`src/rtl/mem_arbiter_if.sv`:
```
// Bus bundle between mem_arbiter, its two requesters and system_ram.
// slave  : arbiter side (takes requests and mem_q, drives acks, rdata and RAM pins)
// master : environment side (requesters plus the RAM)
interface mem_arbiter_if #(
   parameter int ADDR_W = 16
);
   logic              p0_req;
   logic              p0_we;
   logic [ADDR_W-1:0] p0_addr;
   logic [31:0]       p0_wdata;
   logic [3:0]        p0_be;
   logic              p0_ack;
   logic [31:0]       p0_rdata;

   logic              p1_req;
   logic              p1_we;
   logic [ADDR_W-1:0] p1_addr;
   logic [31:0]       p1_wdata;
   logic [3:0]        p1_be;
   logic              p1_ack;
   logic [31:0]       p1_rdata;

   logic [ADDR_W-1:0] mem_addr;
   logic [31:0]       mem_data;
   logic [3:0]        mem_byteena;
   logic              mem_wren;
   logic              mem_rden;
   logic [31:0]       mem_q;

   logic              grant_id;
   logic              busy;

   modport slave (
      input  p0_req, p0_we, p0_addr, p0_wdata, p0_be,
      input  p1_req, p1_we, p1_addr, p1_wdata, p1_be,
      input  mem_q,
      output p0_ack, p0_rdata, p1_ack, p1_rdata,
      output mem_addr, mem_data, mem_byteena, mem_wren, mem_rden,
      output grant_id, busy
   );

   modport master (
      output p0_req, p0_we, p0_addr, p0_wdata, p0_be,
      output p1_req, p1_we, p1_addr, p1_wdata, p1_be,
      output mem_q,
      input  p0_ack, p0_rdata, p1_ack, p1_rdata,
      input  mem_addr, mem_data, mem_byteena, mem_wren, mem_rden,
      input  grant_id, busy
   );
endinterface

```
`src/rtl/mem_arbiter.sv`:
```
// Two-port arbiter/sequencer for the single-ported system_ram.
// Port 0 = instruction fetch, port 1 = load/store. Accesses are serialised
// and completed with a one-cycle ack; reads return after RD_LAT cycles.
// Optional feature: define MEM_ARB_RR_EN for round-robin on contention;
// otherwise port 1 always wins contention.
//
// state | meaning
// IDLE  | no access in progress; pick a winner and latch its fields
// ISSUE | drive RAM address/data and one strobe for a single cycle
// WAIT  | count down read latency, capture mem_q at terminal count
// DONE  | pulse the winner's ack; requests are ignored here
module mem_arbiter #(
   parameter int ADDR_W = 16,
   parameter int RD_LAT = 1
) (
   input  logic          clk,
   input  logic          rst,
   mem_arbiter_if.slave  bus
);

   typedef enum logic [1:0] {
      S_IDLE  = 2'd0,
      S_ISSUE = 2'd1,
      S_WAIT  = 2'd2,
      S_DONE  = 2'd3
   } state_t;

   localparam logic [1:0] CNT_LOAD = 2'(RD_LAT - 1);

   state_t            state;
   state_t            state_nxt;

   logic              grant_id;
   logic              lat_we;
   logic [ADDR_W-1:0] lat_addr;
   logic [31:0]       lat_wdata;
   logic [3:0]        lat_be;
   logic [1:0]        cnt;
   logic [31:0]       rdata0;
   logic [31:0]       rdata1;

   logic              any_req;
   logic              sel_id;
   logic              wren;
   logic              rden;
   logic              ack0;
   logic              ack1;

`ifdef MEM_ARB_RR_EN
   // port served most recently; reset value 1 hands the first contention to port 0
   logic              last_id;
`endif

   // winner selection among the current requesters
   always_comb begin
      any_req = bus.p0_req | bus.p1_req;
      sel_id  = bus.p1_req;
      if (bus.p0_req && bus.p1_req) begin
`ifdef MEM_ARB_RR_EN
         sel_id = ~last_id;
`else
         sel_id = 1'b1;
`endif
      end
   end

   // state register
   always_ff @(posedge clk) begin
      if (rst) state <= S_IDLE;
      else     state <= state_nxt;
   end

   // next-state and RAM strobe / ack decode
   always_comb begin
      state_nxt = state;
      wren      = 1'b0;
      rden      = 1'b0;
      ack0      = 1'b0;
      ack1      = 1'b0;
      unique case (state)
         S_IDLE: begin
            if (any_req) state_nxt = S_ISSUE;
         end
         S_ISSUE: begin
            wren      = lat_we;
            rden      = ~lat_we;
            state_nxt = lat_we ? S_DONE : S_WAIT;
         end
         S_WAIT: begin
            if (cnt == 2'd0) state_nxt = S_DONE;
         end
         S_DONE: begin
            ack0      = ~grant_id;
            ack1      = grant_id;
            state_nxt = S_IDLE;
         end
         default: state_nxt = S_IDLE;
      endcase
   end

   // request latch, latency timer and read-data capture
   always_ff @(posedge clk) begin
      if (rst) begin
         grant_id  <= 1'b0;
         lat_we    <= 1'b0;
         lat_addr  <= '0;
         lat_wdata <= '0;
         lat_be    <= '0;
         cnt       <= '0;
         rdata0    <= '0;
         rdata1    <= '0;
`ifdef MEM_ARB_RR_EN
         last_id   <= 1'b1;
`endif
      end else begin
         unique case (state)
            S_IDLE: begin
               if (any_req) begin
                  grant_id  <= sel_id;
                  lat_we    <= sel_id ? bus.p1_we    : bus.p0_we;
                  lat_addr  <= sel_id ? bus.p1_addr  : bus.p0_addr;
                  lat_wdata <= sel_id ? bus.p1_wdata : bus.p0_wdata;
                  lat_be    <= sel_id ? bus.p1_be    : bus.p0_be;
`ifdef MEM_ARB_RR_EN
                  last_id   <= sel_id;
`endif
               end
            end
            S_ISSUE: begin
               cnt <= CNT_LOAD;
            end
            S_WAIT: begin
               if (cnt == 2'd0) begin
                  if (grant_id) rdata1 <= bus.mem_q;
                  else          rdata0 <= bus.mem_q;
               end else begin
                  cnt <= cnt - 2'd1;
               end
            end
            default: ;
         endcase
      end
   end

   // latched fields are presented continuously; only the strobes qualify them
   assign bus.mem_addr    = lat_addr;
   assign bus.mem_data    = lat_wdata;
   assign bus.mem_byteena = lat_be;
   assign bus.mem_wren    = wren;
   assign bus.mem_rden    = rden;
   assign bus.p0_ack      = ack0;
   assign bus.p1_ack      = ack1;
   assign bus.p0_rdata    = rdata0;
   assign bus.p1_rdata    = rdata1;
   assign bus.grant_id    = grant_id;
   assign bus.busy        = (state != S_IDLE);

endmodule

```
`src/flat_wrapper.sv`:
```
// flat-port wrapper written by rule: the top's interface ports become plain ports
module mem_arbiter_flat 
#(
   parameter int ADDR_W = 16,
   parameter int RD_LAT = 1
)
  (clk, rst, bus_p0_req, bus_p0_we, bus_p0_addr, bus_p0_wdata, bus_p0_be, bus_p1_req, bus_p1_we, bus_p1_addr, bus_p1_wdata, bus_p1_be, bus_mem_q, bus_p0_ack, bus_p0_rdata, bus_p1_ack, bus_p1_rdata, bus_mem_addr, bus_mem_data, bus_mem_byteena, bus_mem_wren, bus_mem_rden, bus_grant_id, bus_busy);
  mem_arbiter_if #(.ADDR_W(ADDR_W)) bus_i ();
  input  logic clk;
  input  logic rst;
  input wire logic [$bits(bus_i.p0_req)-1:0] bus_p0_req;
  input wire logic [$bits(bus_i.p0_we)-1:0] bus_p0_we;
  input wire logic [$bits(bus_i.p0_addr)-1:0] bus_p0_addr;
  input wire logic [$bits(bus_i.p0_wdata)-1:0] bus_p0_wdata;
  input wire logic [$bits(bus_i.p0_be)-1:0] bus_p0_be;
  input wire logic [$bits(bus_i.p1_req)-1:0] bus_p1_req;
  input wire logic [$bits(bus_i.p1_we)-1:0] bus_p1_we;
  input wire logic [$bits(bus_i.p1_addr)-1:0] bus_p1_addr;
  input wire logic [$bits(bus_i.p1_wdata)-1:0] bus_p1_wdata;
  input wire logic [$bits(bus_i.p1_be)-1:0] bus_p1_be;
  input wire logic [$bits(bus_i.mem_q)-1:0] bus_mem_q;
  output wire logic [$bits(bus_i.p0_ack)-1:0] bus_p0_ack;
  output wire logic [$bits(bus_i.p0_rdata)-1:0] bus_p0_rdata;
  output wire logic [$bits(bus_i.p1_ack)-1:0] bus_p1_ack;
  output wire logic [$bits(bus_i.p1_rdata)-1:0] bus_p1_rdata;
  output wire logic [$bits(bus_i.mem_addr)-1:0] bus_mem_addr;
  output wire logic [$bits(bus_i.mem_data)-1:0] bus_mem_data;
  output wire logic [$bits(bus_i.mem_byteena)-1:0] bus_mem_byteena;
  output wire logic [$bits(bus_i.mem_wren)-1:0] bus_mem_wren;
  output wire logic [$bits(bus_i.mem_rden)-1:0] bus_mem_rden;
  output wire logic [$bits(bus_i.grant_id)-1:0] bus_grant_id;
  output wire logic [$bits(bus_i.busy)-1:0] bus_busy;
  assign bus_i.p0_req = bus_p0_req;
  assign bus_i.p0_we = bus_p0_we;
  assign bus_i.p0_addr = bus_p0_addr;
  assign bus_i.p0_wdata = bus_p0_wdata;
  assign bus_i.p0_be = bus_p0_be;
  assign bus_i.p1_req = bus_p1_req;
  assign bus_i.p1_we = bus_p1_we;
  assign bus_i.p1_addr = bus_p1_addr;
  assign bus_i.p1_wdata = bus_p1_wdata;
  assign bus_i.p1_be = bus_p1_be;
  assign bus_i.mem_q = bus_mem_q;
  assign bus_p0_ack = bus_i.p0_ack;
  assign bus_p0_rdata = bus_i.p0_rdata;
  assign bus_p1_ack = bus_i.p1_ack;
  assign bus_p1_rdata = bus_i.p1_rdata;
  assign bus_mem_addr = bus_i.mem_addr;
  assign bus_mem_data = bus_i.mem_data;
  assign bus_mem_byteena = bus_i.mem_byteena;
  assign bus_mem_wren = bus_i.mem_wren;
  assign bus_mem_rden = bus_i.mem_rden;
  assign bus_grant_id = bus_i.grant_id;
  assign bus_busy = bus_i.busy;
  mem_arbiter #(.ADDR_W(ADDR_W), .RD_LAT(RD_LAT)) u_core (.clk(clk), .rst(rst), .bus(bus_i));
endmodule
```
`config.mk`:
```
export PLATFORM = sky130hd
export DESIGN_NAME = mem_arbiter_flat
export DESIGN_NICKNAME = d
export VERILOG_FILES = /design/src/rtl/mem_arbiter_if.sv /design/src/rtl/mem_arbiter.sv /design/src/flat_wrapper.sv
export SDC_FILE = /design/constraint.sdc
export NUM_CORES = 1
export LEC_CHECK = 0
export ABC_CLOCK_PERIOD_IN_PS = 2130
export CELL_PAD_IN_SITES_DETAIL_PLACEMENT = 1
export CELL_PAD_IN_SITES_GLOBAL_PLACEMENT = 2
export CORE_MARGIN = 5
export CORE_UTILIZATION = 22
export CTS_CLUSTER_DIAMETER = 60
export DETAILED_ROUTE_END_ITERATION = 8
export PLACE_DENSITY_LB_ADDON = 0.12
export SYNTH_ARGS = -nofsm -noshare
export SYNTH_HDL_FRONTEND = slang
export SYNTH_SLANG_ARGS = --single-unit
```
`constraint.sdc`:
```
create_clock -name clk -period 2.13 [get_ports clk]
set_clock_uncertainty 0.15 [all_clocks]
set_input_delay 0.426 -clock clk [delete_from_list [all_inputs] [get_ports clk]]
set_output_delay 0.426 -clock clk [all_outputs]
set_load 0.05 [all_outputs]
```
==> metrics.cfg <==
[hold_path]
holdCritStartpoint = bus_p1_req
hold_class = in2reg
holdPathStages = 3
hold_path_end = u_core.bus.grant_id$_SDFFE_PP0P_

[yosys]
yosys.area.top_type = dfxtp_1
synth.ff_latch_count = 122
synth_compound_area_frac = 0.191
netlist_instances = 560
synth_most_common_cell = nand2_1
synth_top_area_frac = 0.478
synth_fa_ha_area_frac = 0.0172
yosysWarnings = 0
synth_common_cells = nand2_1 (129), dfxtp_1 (122), a21oi_1 (65)
async_flop_share = 0
yosysSeqAreaShare = 0.478
syn_avg_cell_area_um2 = 9.12
syn-num-nets = 709
synthFlopType = dfxtp_1
synth_simple_gate_area_frac = 0.158
synth_area_um2 = 5110
synth.distinct_cells = 32
synth_edf_count = 0
synth_top_family_by_area = compound AO/OA/AOI/OAI gates
synth_area_leaders = dfxtp_1 (48%), mux2i_1 (10%), a211oi_2 (9.8%)
synth.mux.area_fraction = 0.104
synth_xor_xnor_area_share = 0

[timing]
rsz0062_at_grt = false
setup_tns_ps = 0
slew_viol_final = 0
fmax_mhz = 490
hold_viol_final = 0
slew_headroom = 0.637
fin_crit_sh = 0.959
final.setup.worst_slack_ps = 87.9
period_minus_slack_ps = 2040
setup_viol = 0
worst_slew_pin_slew_ps = 547

[floorplan]
die_w_um = 162
core_area_um2 = 22800
io_pins = 264
floorplan.initialDensity = 0.224
die_area_um2 = 26400
die_h_um = 162
num_rows = 55

[placement]
dp_hpwl_um = 14300
place_ws_ps = 112
placed_area_um2 = 8030
port-buffer-count = 263
gp_congestion = 0.708

[pwr]
leakagePower_uw = 0.00357
p_per_area_nw_per_um2 = 1360
vdd_ir_drop_max_mv = 0.528

[worst_setup_path]
arrival_ps = 1470
crit_required_ps = 1550
crit_type = reg2out
r2r_cells = 6
r2r_end = u_core.bus.p0_rdata[12]$_SDFFE_PP0P_
crit_fanout = 4
timing.rr.start = u_core.state[0]$_SDFFE_PP0P_
cp-start-kind = flop
end_kind = primary output
reg2reg_slack_ps = 280

[global_route]
grt_max_degree = 48
grt_pass1_vias = 5400
track_usage = 0.140
antenna_found_initial = 0
grt_pass1_wl_um = 29300
grt.overflow.total = 0

[clock_tree]
clk_latency_ps = 410
clockRootBuffer = clkbuf_16
post_cts_buffers = 0
clk_pin_slew_worst_paths_ps = 50
clk_path_buf_depth = 2
cts_tree = yes
cts.sinks = 122
cts_buffers = 17
h-tree-depth = 4

[cells_and_area]
final_layout_size_suffix_gt1_frac = 0.171
antenna_cells = 0
n_fill_cell = 2602
syn_to_final_growth_pct = 67.0
num-nets-final = 961
fin_area_um2 = 8530

[detailed_routing]
vias = 4847
viasPerCell = 4.26
drcViolationCount = 0
drt_iter0_drc = 159
detail-route-antenna-nets = 0
drt-pass1-iter-count = 4
drt_wl_total_um = 18700
routedWlPerCell_um = 16.5

[run]
drv_cap = 0

[run_status]
outcome = completed

==> final cells by class <==
cell class | instances | area [um2] | share of cell area
clock buffers | 24 | 492 | 0.0577
well taps | 313 | 392 | 0.0459
inverters | 5 | 18.8 | 0.00220
multi-input cells | 387 | 2420 | 0.283
flip-flops and latches | 122 | 2440 | 0.287
clock inverters | 7 | 90.1 | 0.0106
repair buffers | 279 | 2670 | 0.314
==> registers in the layout, summed over array words and instances, names as in the netlist <==
register,flops
u_core.bus.mem_addr,16
u_core.state,2
u_core.bus.p0_rdata,32
u_core.bus.grant_id,1
u_core.bus.p1_rdata,32
u_core.cnt,2
u_core.bus.mem_byteena,4
u_core.lat_we,1
u_core.bus.mem_data,32
==> what timing repair did <==
action	in CTS	in global routing
setup endpoints to repair	75	3
endpoints found under the hold margin	0	0
resized for setup	75	4
hold buffers	0	0
==> metrics by stage <==
step                std cells  power, uW  hold slack, ps  utilization
floorplan                 560       7000             294            -
finish                   1137      11600             216        0.374
global route             1137      12200             227        0.374
detailed placement       1106       9070             298        0.353
CTS                      1137      11800             201        0.374
global placement         1106       8950             291        0.353
==> worst max path at each step <==
| stage | start | cells after the start | end |
|---|---|---|---|
| after floorplan | u_core.state[1]$_SDFFE_PP0P_ | 3 | bus_mem_rden |
| after global routing | u_core.state[1]$_SDFFE_PP0P_ | 4 | bus_mem_wren |
| after detailed placement | bus_p0_req | 5 | u_core.bus.mem_addr[2]$_SDFFE_PP0P_ |
| after global placement | bus_p0_req | 5 | u_core.bus.mem_addr[2]$_SDFFE_PP0P_ |
| final | u_core.state[1]$_SDFFE_PP0P_ | 4 | bus_mem_wren |
| after CTS | u_core.state[1]$_SDFFE_PP0P_ | 4 | bus_mem_rden |
==> metal layers <==
layer | part of all wire | global-route usage | up-vias | wire length (um)
met4 | 0.019 | 0.0461 | 0 | 357
met2 | 0.52 | 0.252 | 146 | 9670
li1 | - | - | 2400 | -
met1 | 0.39 | 0.153 | 2281 | 7380
met5 | 0 | 0 | - | 0
met3 | 0.071 | 0.0526 | 20 | 1330
==> power by group <==
group / switching (uW) / internal [uW]
Sequential: 323 / 2870
Combinational: 3750 / 1790
Clock: 1020 / 1830
==> kinds of logic after synthesis <==
| group | count (synthesis) |
|---|---|
| AO/OA/AOI/OAI | 125 |
| adder cells (fa/ha/maj) | 7 |
| buffers and inverters | 51 |
| flip-flops | 122 |
| multiplexers | 53 |
| AND/OR/NAND/NOR | 202 |
==> layout by cell type (no fill, tap or decap), types with 17 or more instances in the layout <==
cell             netlist  routed
dlygate4sd2_1          0      75
nor2_1                55      55
mux2i_1               53      53
nand2_1              129     129
a21oi_1               65      65
clkbuf_16              0      17
clkdlybuf4s50_1        0     139
buf_4                  5      54
a211oi_2              40      40
dfxtp_1              122     121
==> critical path, cell delays in order, from the launching register on <==
cell and delay [ps]:
dfxtp_2 350, inv_1 100, ha_1 230, and2_2 230
buf_12 150
(Power assumes the default switching activity.)
